===== src/rtl/freq_entry_controller.sv =====
// freq_entry_controller
//   Collects up to seven keypad digits into a BCD register. On commit it waits
//   CONV_LATENCY cycles for the external BCD-to-binary converter to settle. It
//   then samples and range-checks the result. An accepted value is presented to
//   the NCO with a one-cycle freq_load strobe.
// Ports:
//   clk, rst              clock, synchronous active-high reset
//   digit_valid/digit_in  keypad digit strobe and BCD value
//   clear, commit         discard entry / convert-and-apply strobes
//   d_1..d_7              BCD digits to converter (d_1 = units)
//   conv_result           converter output (23-bit binary)
//   digit_count           digits entered (0..7)
//   busy                  high while CONVERT/CHECK/LOAD
//   freq_word, freq_load  accepted frequency and its one-cycle load strobe
//   range_err             sticky: last commit was rejected
module freq_entry_controller #(
  parameter int unsigned MIN_FREQ     = 1,
  parameter int unsigned MAX_FREQ     = 5000000,
  parameter int unsigned DEFAULT_FREQ = 1000,
  parameter int unsigned CONV_LATENCY = 1
) (
  input  logic        clk,
  input  logic        rst,
  input  logic        digit_valid,
  input  logic [3:0]  digit_in,
  input  logic        clear,
  input  logic        commit,
  output logic [3:0]  d_1,
  output logic [3:0]  d_2,
  output logic [3:0]  d_3,
  output logic [3:0]  d_4,
  output logic [3:0]  d_5,
  output logic [3:0]  d_6,
  output logic [3:0]  d_7,
  input  logic [22:0] conv_result,
  output logic [2:0]  digit_count,
  output logic        busy,
  output logic [22:0] freq_word,
  output logic        freq_load,
  output logic        range_err
);

  localparam logic [22:0] MIN_W  = 23'(MIN_FREQ);
  localparam logic [22:0] MAX_W  = 23'(MAX_FREQ);
  localparam logic [22:0] DEF_W  = 23'(DEFAULT_FREQ);
  localparam logic [2:0]  LAT_W  = 3'(CONV_LATENCY);

  typedef enum logic [1:0] {
    ENTRY   = 2'd0,
    CONVERT = 2'd1,
    CHECK   = 2'd2,
    LOAD    = 2'd3
  } state_t;

  state_t             state_q, state_d;
  logic [6:0][3:0]    dig_q, dig_d;       // dig_q[0] = units
  logic [2:0]         cnt_q, cnt_d;
  logic [2:0]         wait_q, wait_d;
  logic [22:0]        res_q, res_d;
  logic [22:0]        freq_word_q, freq_word_d;
  logic               freq_load_q, freq_load_d;
  logic               range_err_q, range_err_d;
  logic               busy_q, busy_d;

  always_comb begin
    state_d     = state_q;
    dig_d       = dig_q;
    cnt_d       = cnt_q;
    wait_d      = wait_q;
    res_d       = res_q;
    freq_word_d = freq_word_q;
    freq_load_d = 1'b0;
    range_err_d = range_err_q;

    case (state_q)
      ENTRY: begin
        // clear > commit > digit_valid; losers in the same cycle are dropped
        if (clear) begin
          dig_d       = '0;
          cnt_d       = 3'd0;
          range_err_d = 1'b0;
        end else if (commit) begin
          if (cnt_q != 3'd0) begin
            state_d = CONVERT;
            wait_d  = LAT_W;
          end
        end else if (digit_valid && (digit_in <= 4'd9) && (cnt_q < 3'd7)) begin
          dig_d = {dig_q[5:0], digit_in};
          cnt_d = cnt_q + 3'd1;
        end
      end

      CONVERT: begin
        wait_d = wait_q - 3'd1;
        if (wait_q == 3'd1) begin
          res_d   = conv_result;
          state_d = CHECK;
        end
      end

      CHECK: begin
        // Converter wraps at 2^23; a millions digit of 8 or 9 is already out
        // of range, so the sampled result is not consulted in that case.
        if ((dig_q[6] >= 4'd8) || (res_q < MIN_W) || (res_q > MAX_W)) begin
          range_err_d = 1'b1;
          state_d     = ENTRY;
        end else begin
          freq_word_d = res_q;
          freq_load_d = 1'b1;
          range_err_d = 1'b0;
          state_d     = LOAD;
        end
      end

      LOAD: begin
        dig_d   = '0;
        cnt_d   = 3'd0;
        state_d = ENTRY;
      end

      default: state_d = ENTRY;
    endcase

    busy_d = (state_d != ENTRY);
  end

  always_ff @(posedge clk) begin
    if (rst) begin
      state_q     <= ENTRY;
      dig_q       <= '0;
      cnt_q       <= 3'd0;
      wait_q      <= 3'd0;
      res_q       <= 23'd0;
      freq_word_q <= DEF_W;
      freq_load_q <= 1'b0;
      range_err_q <= 1'b0;
      busy_q      <= 1'b0;
    end else begin
      state_q     <= state_d;
      dig_q       <= dig_d;
      cnt_q       <= cnt_d;
      wait_q      <= wait_d;
      res_q       <= res_d;
      freq_word_q <= freq_word_d;
      freq_load_q <= freq_load_d;
      range_err_q <= range_err_d;
      busy_q      <= busy_d;
    end
  end

  assign d_1         = dig_q[0];
  assign d_2         = dig_q[1];
  assign d_3         = dig_q[2];
  assign d_4         = dig_q[3];
  assign d_5         = dig_q[4];
  assign d_6         = dig_q[5];
  assign d_7         = dig_q[6];
  assign digit_count = cnt_q;
  assign busy        = busy_q;
  assign freq_word   = freq_word_q;
  assign freq_load   = freq_load_q;
  assign range_err   = range_err_q;

endmodule


===== config.mk =====
export PLATFORM = sky130hd
export DESIGN_NAME = freq_entry_controller
export DESIGN_NICKNAME = d
export VERILOG_FILES = /design/src/rtl/freq_entry_controller.sv
export SDC_FILE = /design/constraint.sdc
export NUM_CORES = 1
export LEC_CHECK = 0
export CORE_UTILIZATION = 49
export DETAILED_ROUTE_END_ITERATION = 10
export HOLD_SLACK_MARGIN = 0.05
export PLACE_DENSITY_LB_ADDON = 0.25
export SYNTH_ARGS = -nofsm -noshare
export SYNTH_HDL_FRONTEND = slang
export SYNTH_SLANG_ARGS = --single-unit

===== constraint.sdc =====
create_clock -name clk -period 2.09 [get_ports clk]
set_input_delay 0.5225 -clock clk [delete_from_list [all_inputs] [get_ports clk]]
set_output_delay 0.5225 -clock clk [all_outputs]
set_load 0.1 [all_outputs]

After elaboration in Yosys (flattened, before gate mapping):

Cells that the tools add are included.

* add/subtract/negate cells: 2
* multiply operators: 0
* div/mod/pow operators: 0
* order comparisons: 5
* equality and inequality tests: 10
* shifts and indexed selects: 0
* mux-type cells: 22
* bitwise logic cells: 2
* reduce and logical (&&, ||, !) cells: 16

Operators by type and width (number)
* 28-bit two-way mux: 3
* 28-bit case mux with 2 select lines: 1
* 23-bit > comparator, second input constant: 1
* 23-bit by 1-bit < comparator with 1-bit output, second input constant: 1
* 3-bit two-way mux: 6
* 3-bit case mux with 2 select lines: 2
* 2-bit two-way mux: 5
* 2-bit inequality test, second input constant: 4
* 2-bit case mux with 4 select lines: 1
* 2-bit nonzero test: 4
* 3-bit inequality test, second input constant: 2
* 2-bit AND reduction: 3
* 2-bit == test, second input constant: 2
* 4-bit greater-or-equal comparator, second input constant: 1
* 4-bit <= comparator, second input constant: 1
* 4-bit AND reduction: 1
* 3-bit by 1-bit adder with 3-bit output, second input constant: 1
* 3-bit by 1-bit == test with 1-bit output, second input constant: 1
* 3-bit < comparator, second input constant: 1
* 1-bit two-way mux: 3
* 3-bit AND reduction: 1
* 3-bit nonzero test: 1
* 3-bit by 1-bit subtractor with 3-bit output, second input constant: 1
* 2-bit by 1-bit == test with 1-bit output, second input constant: 1
* 6 further kinds: 9

* register bits: 85
* latch bits: 0
* memory bits (writable): 0
* bits in read-only memories: 0
* input bits: 32
* output and inout bits: 57
* logic and storage cells: 72
* memories: 0

Depth between registers and ports, before layout:

* depth after elaboration: 7
* depth in mapped cells: 7
* depth with buffers taken out: 6

Worst setup path after synthesis:

Ideal clock, no wire load.

* path type: reg2reg
* from: reg cnt_q[0] (netlist: digit_count[0])
* to: reg dig_q (netlist bit d_1[0])
* setup time: 0.068 ns
* data arrival time: 2.162 ns
* data required time: 2.022 ns
* path slack: -0.140 ns
* cell stages (with the launch flop): 7
* buffers on the path: 1
* clock period less this slack: 2.230 ns
* cells stage by stage: dfxtp_1 -> nand3_1 -> a41o_1 -> a21oi_2 -> buf_2 -> a22oi_1 -> nor2_1

* cells in the longest elaborated chain, start to end: 4

Ends and longest elaborated chain
* start, declared: line 57 `logic [2:0] cnt_q, cnt_d;`
* start signal, assigned: line 141 `cnt_q <= cnt_d;`
* 3-bit < comparator: line 87 `end else if (digit_valid && (digit_in <= 4'd9) && (cnt_q < 3'd7)) begin`
* 1-bit logical AND: line 87
* 3-bit inequality test (no source line)
* 3-bit AND reduction (no source line)
* end signal, assigned: line 140 `dig_q <= dig_d;`
* end, declared: line 56 `logic [6:0][3:0] dig_q, dig_d;`

No other way between the ends.
A chain may end at the register's enable or synchronous reset.

Worst setup path after layout:

* from: reg res_q[19]
* to: reg freq_word_q[6] (netlist: freq_word[6])

* cells in the longest elaborated chain, start to end: 5
* elaborated cells on any way between the ends: 6
* classes of those cells: 2 x order compare; 1 x bitwise; 3 x reduce/logical

Ends and longest elaborated chain
* start, declared: line 59 `logic [22:0] res_q, res_d;`
* start signal, assigned: line 143 `res_q <= res_d;`
* 23-bit by 1-bit < comparator with 1-bit output: line 104 `if ((dig_q[6] >= 4'd8) || (res_q < MIN_W) || (res_q > MAX_W)) begin`
* 1-bit logical OR: line 104
* 1-bit logical OR *: line 104
* 1-bit NOT (no source line) *
* 2-bit AND reduction (no source line) *
* end signal, assigned: line 144 `freq_word_q <= freq_word_d;`
* end, declared: line 60 `logic [22:0] freq_word_q, freq_word_d;`

Mark *: on every way between the ends. The rest lies on a longest branch, timed or not.

==> flow_summary.yaml <==
drt:
  first_pass_iters: 5
  totalWireLength_um: 8871
  antenna_left: 0
  drtIter0Drc: 216
  drc: 0
  viasPerCell: 5.541
  vias: 3308
  wl_per_cell_um: 14.86
global_route:
  grt_pass1_wl_um: 14040
  grt_usage_pct: 23.27
  grt_pass1_vias: 2920
  grt_max_degree: 58
  antenna_found_initial: 0
  overflow: 0
synth:
  synthCells: 414
  synth_enable_flop_cells: 0
  syn_nets: 450
  syn_area_per_cell_um2: 8.991
  synthesis.area_um2: 3722
  synth-seq-area-share_pct: 45.71
  synthArstFlopShare_pct: 0
  yosys_warnings: 0
  synth_cell_types: 47
  ys_ff_latch: 85
  synthFlopType: "dfxtp_1"
clock_tree:
  cts_buffer_depth: 2
  clkLatencyLatePin_ns: 0.36
  clkTransAtPathRegs_ns: 0.09
  htree_levels: 3
  cts-root-buf: "clkbuf_8"
  clock_sinks: 85
  post_cts.repair.setup_buffers: 0
  cts_tree: "done"
  hold_buffers: 0
  cts_resized: 0
  cts_inserted_buffers: 9
setup_path:
  arrival_ns: 2.17
  critical_path.endpoint_type: "register"
  crit_path_start_kind: "register"
  worstPathRequired_ns: 2.34
  crit_start: "res_q[19]$_SDFFE_PP0P_"
  worstPathMaxFanout: 17
  r2r-start: "res_q[19]$_SDFFE_PP0P_"
  crit_type: "reg2reg"
power_and_ir_drop:
  ir_drop_mv: 0.4961
  p_leak_nw: 1.863
  power.density_nw_per_um2: 660.0
layout:
  postLayoutCellArea_um2: 4775
  final_common_cell: "dfxtp_1"
  stdcell_count: 597
  drive_above_1_share_pct: 23.69
  post-route-util_pct: 65.48
  area_growth_pct: 28.27
  antenna_cells: 0
  final_cell_mix: "dfxtp_1, nand2_1, buf_4"
  nets: 529
timing:
  skew_ns: 0.009418
  drv_slew: 0
  period_share_pct: 91.72
  relSlewSlack_pct: 61.39
  fin_setup_tns_ns: 0
  finalSetupViolCount: 0
  finalHoldViolations: 0
  rsz0062_at_grt: "false"
  fmax_mhz: 521.7
  layout_min_cycle_time_ns: 1.917
  tightestPinTransition_ns: 0.5791
placement:
  gp_congestion: 0.8713
  port-buffer-count: 88
  dp_cells: 581
  dp_hpwl_um: 6175
  placed_cell_area_um2: 4542
outcome:
  outcome: "complete, no violations"
floorplan:
  top_level_ports: 89
  fp.dieW_um: 89.16
  die_h_um: 89.16
  core_area_um2: 7292
  row_count: 31
  die_area_um2: 7950
  initial_core_util_pct: 51.05
hold_path:
  min_path_type: "reg2reg"
  min_from: "res_q[5]$_SDFFE_PP0P_"
job:
  maxCapViolCount: 0
path summary, 6_finish.rpt:
| kind | to | slack, ns | cells after the start |
|---|---|---|---|
| setup reg to reg | freq_word[6]$_SDFFE_PP1P_ | 0.17 | 5 |
| hold reg to reg | res_q[5]$_SDFFE_PP0P_ | 0.48 | 2 |
| setup / recovery | freq_word[6]$_SDFFE_PP1P_ | 0.17 | 5 |
| hold / removal | res_q[5]$_SDFFE_PP0P_ | 0.48 | 2 |
state kept, by name, indices dropped and copies added, names as in the netlist:
signal       flops
d_7              4
freq_word       23
state_q          2
d_6              4
busy             1
digit_count      3
d_4              4
res_q           23
wait_q           3
range_err        1
freq_load        1
d_5              4
d_3              4
d_1              4
d_2              4
cells in the mapped netlist (3+ instances only):
master / instances / area share, %
dfxtp_1: 85 / 46
nand2_1: 68 / 6.9
a21oi_1: 34 / 4.6
nor2_1: 32 / 3.2
a22oi_1: 25 / 5.0
or3_1: 19 / 3.2
o211ai_1: 17 / 3.4
inv_1: 16 / 1.6
o2111ai_1: 14 / 3.3
buf_2: 13 / 1.7
o211ai_2: 13 / 4.4
clkbuf_1: 12 / 1.2
o21ai_0: 6 / 0.81
buf_6: 5 / 1.5
and2_1: 4 / 0.67
ha_1: 4 / 1.3
a211o_1: 3 / 0.71
and3_1: 3 / 0.50
mux2i_1: 3 / 0.81
nand3_1: 3 / 0.40
nor4_1: 3 / 0.50
o2111ai_2: 3 / 1.2
through the flow:
| step | hold slack [ns] | worst slack [ns] | power (mW) |
|---|---|---|---|
| floorplan | 0.4493 | 0.2203 | 1.761 |
| global placement | 0.4614 | 0.008961 | 1.854 |
| detailed placement | 0.4673 | -0.08252 | 1.856 |
| CTS | 0.4795 | 0.1828 | 3.160 |
| global route | 0.4999 | 0.09251 | 3.249 |
| finish | 0.4811 | 0.1731 | 3.151 |
cell families after synthesis:
family | share of synthesized area, %
simple gates | 18.55
mux | 0.8068
xor+xnor | 0.2353
fa+ha+maj | 1.345
buf+inv | 7.327
compound gates | 26.02
flops | 45.71
cell type report:
type,count,area [um^2]
multi-input combinational,279,1755
tap,99,123.9
timing repair buffer,101,893.4
inverter,17,63.81
sequential,85,1705
fill,610,2517
clock inverter,5,81.33
clock buffer,11,151.4
routing by layer:
layer,global-route usage [%],vias up,wire [um]
li1,-,1646,-
met3,4.801,15,424
met4,9.235,0,166
met5,0,-,0
met1,33.45,1541,4289
met2,34.07,106,3990
where the power goes:
part / internal [mW] / switching [mW] / total, mW / leakage [nW]
Combinational: 0.0868 / 0.104 / 0.191 / 1.06
Sequential: 1.62 / 0.00561 / 1.63 / 0.686
Clock: 0.741 / 0.591 / 1.33 / 0.116
Total: 2.45 / 0.701 / 3.15 / 1.86
worst max-delay path, stage by stage, from the launching register on:
cell	delay, ns
dfxtp_1	0.47
nand3_1	0.20
nor4_2	0.35
and2_4	0.32
o21ai_2	0.16
a211o_1	0.31
Power figures use the tool's default switching activity.
